File: src/rtl/maf_align_if.sv
// Handshake and result bus of the MAF alignment sequencer.
// Valid/ready rule on both sides: a transfer happens on a rising clk edge
// where valid and ready are both high; valid never waits on ready, and
// the payload is held stable while valid is high without ready.
interface maf_align_if #(
  parameter int size_exponent = 8,
  parameter int shift_step    = 8
);
  localparam int ew = size_exponent + 1;
  localparam int aw = $clog2(shift_step + 1);

  logic                     in_valid;
  logic                     in_ready;
  logic [ew-1:0]            exp_ab;
  logic [size_exponent-1:0] exp_c;
  logic                     abort;
  logic                     shift_en;
  logic [aw-1:0]            shift_amt;
  logic                     out_valid;
  logic                     out_ready;
  logic                     swap;
  logic [ew-1:0]            exp_max;
  logic [ew-1:0]            shift_total;
  logic                     shift_sat;
  logic                     busy;
  logic [1:0]               state_dbg;

  modport master (
    output in_valid, exp_ab, exp_c, abort, out_ready,
    input  in_ready, shift_en, shift_amt, out_valid, swap, exp_max,
           shift_total, shift_sat, busy, state_dbg
  );

  modport slave (
    input  in_valid, exp_ab, exp_c, abort, out_ready,
    output in_ready, shift_en, shift_amt, out_valid, swap, exp_max,
           shift_total, shift_sat, busy, state_dbg
  );
endinterface

File: src/rtl/maf_align_sequencer.sv
// Alignment controller for the MAF datapath: compares product and addend
// exponents, saturates the alignment distance and doles it out to a narrow
// shared shifter at most shift_step bits per cycle, then holds the result
// until the adder takes it.
module maf_align_sequencer #(
  parameter int size_exponent = 8,
  parameter int size_mantissa = 24,
  parameter int shift_step    = 8
) (
  input logic        clk,
  input logic        rst_n,
  maf_align_if.slave bus
);
  localparam int ew = size_exponent + 1;
  localparam int aw = $clog2(shift_step + 1);
  localparam logic [ew-1:0] max_shift = ew'(3 * size_mantissa + 2);
  localparam logic [ew-1:0] step      = ew'(shift_step);

  typedef enum logic [1:0] {IDLE = 2'd0, CMP = 2'd1, SHIFT = 2'd2, DONE = 2'd3} state_t;

  state_t                   state;
  logic [ew-1:0]            ab_q;
  logic [size_exponent-1:0] c_q;
  logic [ew-1:0]            remaining;
  logic                     in_ready_q;
  logic                     shift_en_q;
  logic [aw-1:0]            shift_amt_q;
  logic                     out_valid_q;
  logic                     swap_q;
  logic [ew-1:0]            exp_max_q;
  logic [ew-1:0]            shift_total_q;
  logic                     shift_sat_q;

  logic                     cmp_swap;
  logic [ew-1:0]            cmp_diff;
  logic [ew-1:0]            cmp_total;
  logic [ew-1:0]            cmp_first;
  logic [ew-1:0]            rem_step;

  // Compare the captured exponents; the subtraction always takes the
  // smaller from the larger so the distance never wraps.
  assign cmp_swap  = ({1'b0, c_q} < ab_q);
  assign cmp_diff  = cmp_swap ? (ab_q - {1'b0, c_q}) : ({1'b0, c_q} - ab_q);
  assign cmp_total = (cmp_diff > max_shift) ? max_shift : cmp_diff;
  assign cmp_first = (cmp_total > step) ? step : cmp_total;
  assign rem_step  = (remaining > step) ? step : remaining;

  // Sequencer FSM; every output is a register so the adder and the shifter
  // see glitch-free controls. "remaining" counts bits not yet issued.
  always_ff @(posedge clk or negedge rst_n) begin
    if (!rst_n) begin
      state         <= IDLE;
      ab_q          <= '0;
      c_q           <= '0;
      remaining     <= '0;
      in_ready_q    <= 1'b1;
      shift_en_q    <= 1'b0;
      shift_amt_q   <= '0;
      out_valid_q   <= 1'b0;
      swap_q        <= 1'b0;
      exp_max_q     <= '0;
      shift_total_q <= '0;
      shift_sat_q   <= 1'b0;
    end else if (state != IDLE && bus.abort) begin
      // Flush wins over everything once an operation is in flight.
      state       <= IDLE;
      remaining   <= '0;
      in_ready_q  <= 1'b1;
      shift_en_q  <= 1'b0;
      shift_amt_q <= '0;
      out_valid_q <= 1'b0;
    end else begin
      case (state)
        IDLE: begin
          if (bus.in_valid && in_ready_q && !bus.abort) begin
            ab_q       <= bus.exp_ab;
            c_q        <= bus.exp_c;
            in_ready_q <= 1'b0;
            state      <= CMP;
          end
        end
        CMP: begin
          swap_q        <= cmp_swap;
          exp_max_q     <= cmp_swap ? ab_q : {1'b0, c_q};
          shift_total_q <= cmp_total;
          shift_sat_q   <= (cmp_diff > max_shift);
          if (cmp_total == '0) begin
            remaining   <= '0;
            out_valid_q <= 1'b1;
            state       <= DONE;
          end else begin
            shift_en_q  <= 1'b1;
            shift_amt_q <= aw'(cmp_first);
            remaining   <= cmp_total - cmp_first;
            state       <= SHIFT;
          end
        end
        SHIFT: begin
          if (remaining == '0) begin
            shift_en_q  <= 1'b0;
            shift_amt_q <= '0;
            out_valid_q <= 1'b1;
            state       <= DONE;
          end else begin
            shift_amt_q <= aw'(rem_step);
            remaining   <= remaining - rem_step;
          end
        end
        DONE: begin
          if (bus.out_ready) begin
            out_valid_q <= 1'b0;
            in_ready_q  <= 1'b1;
            state       <= IDLE;
          end
        end
        default: state <= IDLE;
      endcase
    end
  end

  assign bus.in_ready    = in_ready_q;
  assign bus.shift_en    = shift_en_q;
  assign bus.shift_amt   = shift_amt_q;
  assign bus.out_valid   = out_valid_q;
  assign bus.swap        = swap_q;
  assign bus.exp_max     = exp_max_q;
  assign bus.shift_total = shift_total_q;
  assign bus.shift_sat   = shift_sat_q;
  assign bus.busy        = (state != IDLE);
  assign bus.state_dbg   = state;
endmodule

File: src/flat_wrapper.sv
// flat-port wrapper written by rule: the top's interface ports become plain ports
module maf_align_sequencer_flat 
#(
  parameter int size_exponent = 8,
  parameter int size_mantissa = 24,
  parameter int shift_step    = 8
)
  (clk, rst_n, bus_in_valid, bus_exp_ab, bus_exp_c, bus_abort, bus_out_ready, bus_in_ready, bus_shift_en, bus_shift_amt, bus_out_valid, bus_swap, bus_exp_max, bus_shift_total, bus_shift_sat, bus_busy, bus_state_dbg);
  maf_align_if #(.size_exponent(size_exponent), .shift_step(shift_step)) bus_i ();
  input logic clk;
  input logic rst_n;
  input wire logic [$bits(bus_i.in_valid)-1:0] bus_in_valid;
  input wire logic [$bits(bus_i.exp_ab)-1:0] bus_exp_ab;
  input wire logic [$bits(bus_i.exp_c)-1:0] bus_exp_c;
  input wire logic [$bits(bus_i.abort)-1:0] bus_abort;
  input wire logic [$bits(bus_i.out_ready)-1:0] bus_out_ready;
  output wire logic [$bits(bus_i.in_ready)-1:0] bus_in_ready;
  output wire logic [$bits(bus_i.shift_en)-1:0] bus_shift_en;
  output wire logic [$bits(bus_i.shift_amt)-1:0] bus_shift_amt;
  output wire logic [$bits(bus_i.out_valid)-1:0] bus_out_valid;
  output wire logic [$bits(bus_i.swap)-1:0] bus_swap;
  output wire logic [$bits(bus_i.exp_max)-1:0] bus_exp_max;
  output wire logic [$bits(bus_i.shift_total)-1:0] bus_shift_total;
  output wire logic [$bits(bus_i.shift_sat)-1:0] bus_shift_sat;
  output wire logic [$bits(bus_i.busy)-1:0] bus_busy;
  output wire logic [$bits(bus_i.state_dbg)-1:0] bus_state_dbg;
  assign bus_i.in_valid = bus_in_valid;
  assign bus_i.exp_ab = bus_exp_ab;
  assign bus_i.exp_c = bus_exp_c;
  assign bus_i.abort = bus_abort;
  assign bus_i.out_ready = bus_out_ready;
  assign bus_in_ready = bus_i.in_ready;
  assign bus_shift_en = bus_i.shift_en;
  assign bus_shift_amt = bus_i.shift_amt;
  assign bus_out_valid = bus_i.out_valid;
  assign bus_swap = bus_i.swap;
  assign bus_exp_max = bus_i.exp_max;
  assign bus_shift_total = bus_i.shift_total;
  assign bus_shift_sat = bus_i.shift_sat;
  assign bus_busy = bus_i.busy;
  assign bus_state_dbg = bus_i.state_dbg;
  maf_align_sequencer #(.size_exponent(size_exponent), .size_mantissa(size_mantissa), .shift_step(shift_step)) u_core (.clk(clk), .rst_n(rst_n), .bus(bus_i));
endmodule
File: config.mk
export PLATFORM = sky130hd
export DESIGN_NAME = maf_align_sequencer_flat
export DESIGN_NICKNAME = d
export VERILOG_FILES = /design/src/rtl/maf_align_if.sv /design/src/rtl/maf_align_sequencer.sv /design/src/flat_wrapper.sv
export SDC_FILE = /design/constraint.sdc
export NUM_CORES = 1
export LEC_CHECK = 0
export BUFFER_PORTS_ARGS = -buffer_cell sky130_fd_sc_hd__buf_2
export CELL_PAD_IN_SITES_DETAIL_PLACEMENT = 1
export CELL_PAD_IN_SITES_GLOBAL_PLACEMENT = 2
export CORE_UTILIZATION = 39
export DETAILED_ROUTE_END_ITERATION = 6
export GPL_TIMING_DRIVEN = 0
export PLACE_DENSITY_LB_ADDON = 0.05
export SYNTH_ARGS = -nofsm -noshare
export SYNTH_HDL_FRONTEND = slang
export SYNTH_SLANG_ARGS = --single-unit
File: constraint.sdc
create_clock -name clk -period 10.13 [get_ports clk]
set_input_delay 2.5325 -clock clk [delete_from_list [all_inputs] [get_ports clk]]
set_output_delay 2.5325 -clock clk [all_outputs]
set_load 0.01 [all_outputs]
; Word-level counts from Yosys, hierarchy flattened
; Index checks and enable logic that the tools add are counted.
[totals]
wordCells = 81
input_bits = 22
reg_bits = 55
[classes]
n_mux = 32
n_lt_le_gt_ge = 4
n_bitwise = 1
n_reduce_logical = 19
addsub = 4
eq_ne = 9
[op_table]
columns = operator, count
row1 = $mux W9, 8
row2 = $gt A9 B4 Y1 const B, 2
row3 = $logic_not A9 Y1, 2
row4 = $pmux W9 S2, 1
row5 = $sub A9 B9 Y9, 2
row6 = $mux W4, 3
row7 = $reduce_and A3 Y1, 4
row8 = $mux W1, 11
row9 = $gt A9 B7 Y1 const B, 1
row10 = $lt A8 B9 Y1, 1
row11 = $ne A3 B1 Y1 const B, 3
row12 = $ne A3 B2 Y1 const B, 3
row13 = $sub A8 B9 Y9, 1
row14 = $sub A9 B8 Y9, 1
row15 = $mux W2, 4
row16 = $pmux W2 S4, 1
row17 = $pmux W4 S2, 1
row18 = $reduce_and A2 Y1, 3
row19 = $reduce_bool A3 Y1, 2
row20 = $eq A2 B2 Y1 const B, 2
row21 = $pmux W1 S2, 2
row22 = $reduce_and A4 Y1, 1
row23 = $reduce_bool A4 Y1, 1
row24 = $logic_and A1 B1 Y1, 3
row25 = other kinds (6), 6

; Longest topological paths before layout
[depth]
ltp_word = 10
mapped_depth = 18
depth_no_buf = 17

; Worst setup path before layout
; No wires, ideal clock.
[synth_path]
path_kind = in2reg
start = in bus_in_valid
end = reg u_core.ab_q[0]
required_time_ns = 10.005
arrival_ns = 3.570
setup_time_ns = 0.125
stages = 5
slack_ns = 6.435
path_cell_list = nand2_1 nor2_1 nand2_1 clkbuf_1 mux2_2
[synth_via]
elab_chain_cells = 3
[synth_lines]
columns = item, line_no
row1 = "start, declared", flat_wrapper.sv:12  ; input wire logic [$bits(bus_i.in_valid)-1:0] bus_in_valid;
row2 = $logic_and A1 B1 Y1 (2 in a row), maf_align_sequencer.sv:75  ; if (bus.in_valid && in_ready_q && !bus.abort) begin
row3 = $reduce_and A3 Y1 (no source line), -
row4 = "end signal, assigned", maf_align_sequencer.sv:76  ; ab_q <= bus.exp_ab;
row5 = "end, declared", maf_align_sequencer.sv:22  ; logic [ew-1:0] ab_q;
; Every way passes these cells.
; A chain may end at the register's enable or synchronous reset.

; Final worst setup path
[layout_path]
start = reg u_core.ab_q[0]
end = reg u_core.remaining[1]
[layout_via]
elab_chain_cells = 10
elab_cells_between_ends = 13
[layout_lines]
columns = item, line_no
row1 = $sub A8 B9 Y9 (tied with other cells), maf_align_sequencer.sv:43  ; assign cmp_diff = cmp_swap ? (ab_q - {1'b0, c_q}) : ({1'b0, c_q} - ab_q);
row2 = $mux W9 *, maf_align_sequencer.sv:43
row3 = $gt A9 B7 Y1, maf_align_sequencer.sv:44  ; assign cmp_total = (cmp_diff > max_shift) ? max_shift : cmp_diff;
row4 = $mux W9 *, maf_align_sequencer.sv:44
row5 = $gt A9 B4 Y1, maf_align_sequencer.sv:45  ; assign cmp_first = (cmp_total > step) ? step : cmp_total;
row6 = $mux W9, maf_align_sequencer.sv:45
row7 = $sub A9 B9 Y9, maf_align_sequencer.sv:94  ; remaining <= cmp_total - cmp_first;
row8 = $mux W9 *, maf_align_sequencer.sv:87  ; if (cmp_total == '0) begin
row9 = $pmux W9 S2 *, maf_align_sequencer.sv:73  ; case (state)
row10 = $mux W9 *, maf_align_sequencer.sv:64  ; end else if (state != IDLE && bus.abort) begin
row11 = "end signal, assigned", maf_align_sequencer.sv:94
row12 = "end signal, assigned", maf_align_sequencer.sv:106  ; remaining <= remaining - rem_step;
row13 = "end, declared", maf_align_sequencer.sv:24  ; logic [ew-1:0] remaining;
; Every way passes the cells marked *; elsewhere a longest branch is shown, timed or not.

==> results.py <==
metrics = {
    "drt": {
        "wl_per_cell_um": 17.9,
        "ant_nets": 0,
        "via_count": 3675,
        "drc": 0,
        "drtIter0Drc": 136,
        "routed_wl_mm": 11.7,
        "vias_per_cell": 5.60,
        "drt_pass1_iterations": 4,
    },
    "clock_network": {
        "hold_buffers": 0,
        "ctsHtreeMaxLevel": 2,
        "clkTransAtPathRegs_ps": 100,
        "insertion_delay_ps": 330,
        "cts_setup_buffers": 0,
        "cts_inserted_buffers": 5,
        "root_buffer": "clkbuf_8",
        "cts_tree": "built",
        "cts.sinks": 55,
        "cts_resized": 0,
        "cts.path.max_buffers": 2,
    },
    "critical_path": {
        "crit_path_start": "u_core.ab_q[0]$_DFFE_PN0P_",
        "endpoint": "u_core.remaining[1]$_DFFE_PN0P_",
        "crit_arrival_ps": 4240,
        "cp.depth": 16,
        "ff2ff_path_depth": 16,
        "crit_family": "compound AO/OA/AOI/OAI gates",
        "critPathMaxStageDelay_ps": 420,
        "worstPathRequired_ps": 10300,
        "r2r-start": "u_core.ab_q[0]$_DFFE_PN0P_",
        "cp-start-kind": "flip-flop",
        "endpoint_kind": "flip-flop",
        "cp_cell_sequence": "inv_1, ha_1, fa_1, nor2b_1, o31a_1, o22ai_2, nor4_4, o2111ai_2, a21oi_2, a31oi_4, a21oi_2, nand2b_1, ha_1, nor2b_1, a221oi_1, nor3_1",
        "path_max_fanout": 9,
        "crit_type": "flip-flop to flip-flop",
        "ff2ff_setup_slack_ps": 6060,
        "timing.rr.end": "u_core.remaining[1]$_DFFE_PN0P_",
        "crit_buf_inv": 1,
        "cpMaxStageDelayCell": "fa_1",
    },
    "logic_synthesis": {
        "synth_flop_cell": "dfrtp_1",
        "synth-edff-count": 0,
        "ys_types": 78,
        "ys_warn_count": 0,
        "synth.avg_cell_area_sq_um": 8.93,
        "synthCells": 460,
        "seq_area_frac_synth": 0.335,
        "synthesis.area_sq_um": 4110,
        "async_flop_share": 1.00,
        "synth_seq_cells": 55,
    },
    "die": {
        "start_util": 0.400,
        "rows": 37,
        "die_x_um": 105,
        "boundaryPins": 52,
        "core_sq_um": 10300,
        "die_h_um": 105,
        "die_area_sq_um": 10900,
    },
    "grt": {
        "grt_overflow": 0,
        "grt_pass1_wl_mm": 19.7,
        "grt_usage": 0.227,
        "grt_pass1_vias": 3844,
        "antenna_found_initial": 0,
        "grt_max_degree": 56,
    },
    "layout": {
        "drive_above_1_share": 0.219,
        "syn_to_final_growth_pct": 13.2,
        "diodes": 0,
        "nets": 567,
    },
    "placed_design": {
        "io_buffers": 51,
        "gp_congestion": 0.810,
        "dpl.hpwl_mm": 9.36,
    },
    "status": {
        "outcome": "finished, final reports clean",
    },
    "sta": {
        "fin_skew_ps": 16.7,
        "tns_ps": 0,
        "rsz0062_at_grt": "no",
        "min_period_ps": 4070,
        "finalMaxSlewViolations": 0,
        "fin_crit_sh": 0.401,
        "finalHoldViolations": 0,
        "relSlewSlack": 0.364,
        "fmax_mhz": 246,
        "tightestPinTransition_ps": 945,
        "setup_viol": 0,
    },
    "flow_run": {
        "cap_violations": 0,
    },
    "worst_hold_path": {
        "worstHoldPathType": "flip-flop to flip-flop",
    },
}
==> per-stage QoR <==
stage	std cells	setup slack [ps]	utilization	instance area, sq um	hold WS [ps]
final	656	6060	0.453	4650	485
after global routing	656	5810	0.453	4650	510
after global placement	648	6020	0.441	4540	465
after floorplan	461	6440	-	4110	475
after detailed placement	648	5990	0.441	4540	467
after CTS	656	6030	0.452	4650	490
==> how the worst min path moves through the flow <==
| stage | start | endpoint | slack, ps | depth (start not counted) |
|---|---|---|---|---|
| after floorplan | u_core.remaining[0]$_DFFE_PN0P_ | u_core.remaining[0]$_DFFE_PN0P_ | 470 | 2 |
| after global placement | u_core.bus.shift_total[8]$_DFFE_PN0P_ | u_core.bus.shift_total[8]$_DFFE_PN0P_ | 470 | 1 |
| after detailed placement | u_core.bus.exp_max[2]$_DFFE_PN0P_ | u_core.bus.exp_max[2]$_DFFE_PN0P_ | 470 | 2 |
| after CTS | u_core.bus.exp_max[2]$_DFFE_PN0P_ | u_core.bus.exp_max[2]$_DFFE_PN0P_ | 490 | 2 |
| after global routing | u_core.bus.exp_max[2]$_DFFE_PN0P_ | u_core.bus.exp_max[2]$_DFFE_PN0P_ | 510 | 2 |
| final | u_core.bus.exp_max[2]$_DFFE_PN0P_ | u_core.bus.exp_max[2]$_DFFE_PN0P_ | 490 | 2 |
==> final cells by class <==
cell class              count  area [sq um]
inverters                  31           116
multi-input cells         354          2500
flip-flops and latches     55          1380
fillers                  1274          5630
clock buffers               6          72.6
repair buffers             51           258
well taps                 136           170
clock inverters             2          38.8
plain buffers              21           121
==> flip-flops by register name, summed over array words and instances (netlist names) <==
register and count:
u_core.ab_q 9, u_core.bus.exp_max 9, u_core.bus.in_ready 1, u_core.bus.out_valid 1
u_core.bus.shift_amt 4, u_core.bus.shift_en 1, u_core.bus.shift_sat 1, u_core.bus.shift_total 9
u_core.bus.state_dbg 2, u_core.bus.swap 1, u_core.c_q 8, u_core.remaining 9
==> cells in the final DEF, fill, tap and decap left out, types with 7 or more instances in the layout <==
cell      count
clkbuf_1     12
nand2_1      42
mux2_2       19
o21a_1        8
nand3_1      13
nor2_1       38
dfrtp_1      54
inv_1        30
o21ai_0      25
nand2b_1      8
nor2b_1       8
nor3_1       11
o211ai_1      7
o31ai_1      11
ha_1         24
buf_2        53
a21oi_1      30
==> per-layer routing <==
metal  share of wire  vias up  GRT usage
met5               0        -          0
met4           0.030        0     0.0956
met3           0.025       28     0.0381
met2            0.53       61      0.408
met1            0.42     1793      0.266
li1                -     1793          -
==> synthesized netlist by cell type (all sizes together), types with 5 or more instances <==
cell,n,share of area
buf,9,0.018
nor2b,8,0.012
and2,5,0.0076
nand4,6,0.013
nand2,42,0.038
mux2,20,0.055
nand2b,8,0.012
dfrtp,54,0.33
clkbuf,12,0.011
nor2,41,0.041
inv,30,0.027
a21oi,33,0.043
o21a,8,0.015
nand3,13,0.016
o22ai,8,0.017
o211ai,7,0.013
o21ai,30,0.037
ha,24,0.073
o31ai,12,0.025
nor3,13,0.018
o31a,5,0.011
==> kinds of logic after synthesis <==
kind of cell,after synthesis,synth area share
flip-flops,55,0.335
AO/OA/AOI/OAI,144,0.255
AND/OR/NAND/NOR,158,0.206
multiplexers,21,0.0573
other,2,0.00183
XOR/XNOR,2,0.00427
buffers and inverters,52,0.0579
adder cells (fa/ha/maj),26,0.0829
==> worst min-delay path: stages, from the launching register on <==
cell and delay [ps]:
dfrtp_1 350, nand2_1 50, o21ai_0 60
Power is not shown: default switching activity piles up to over one toggle a cycle in this logic, so the estimate is an artifact.
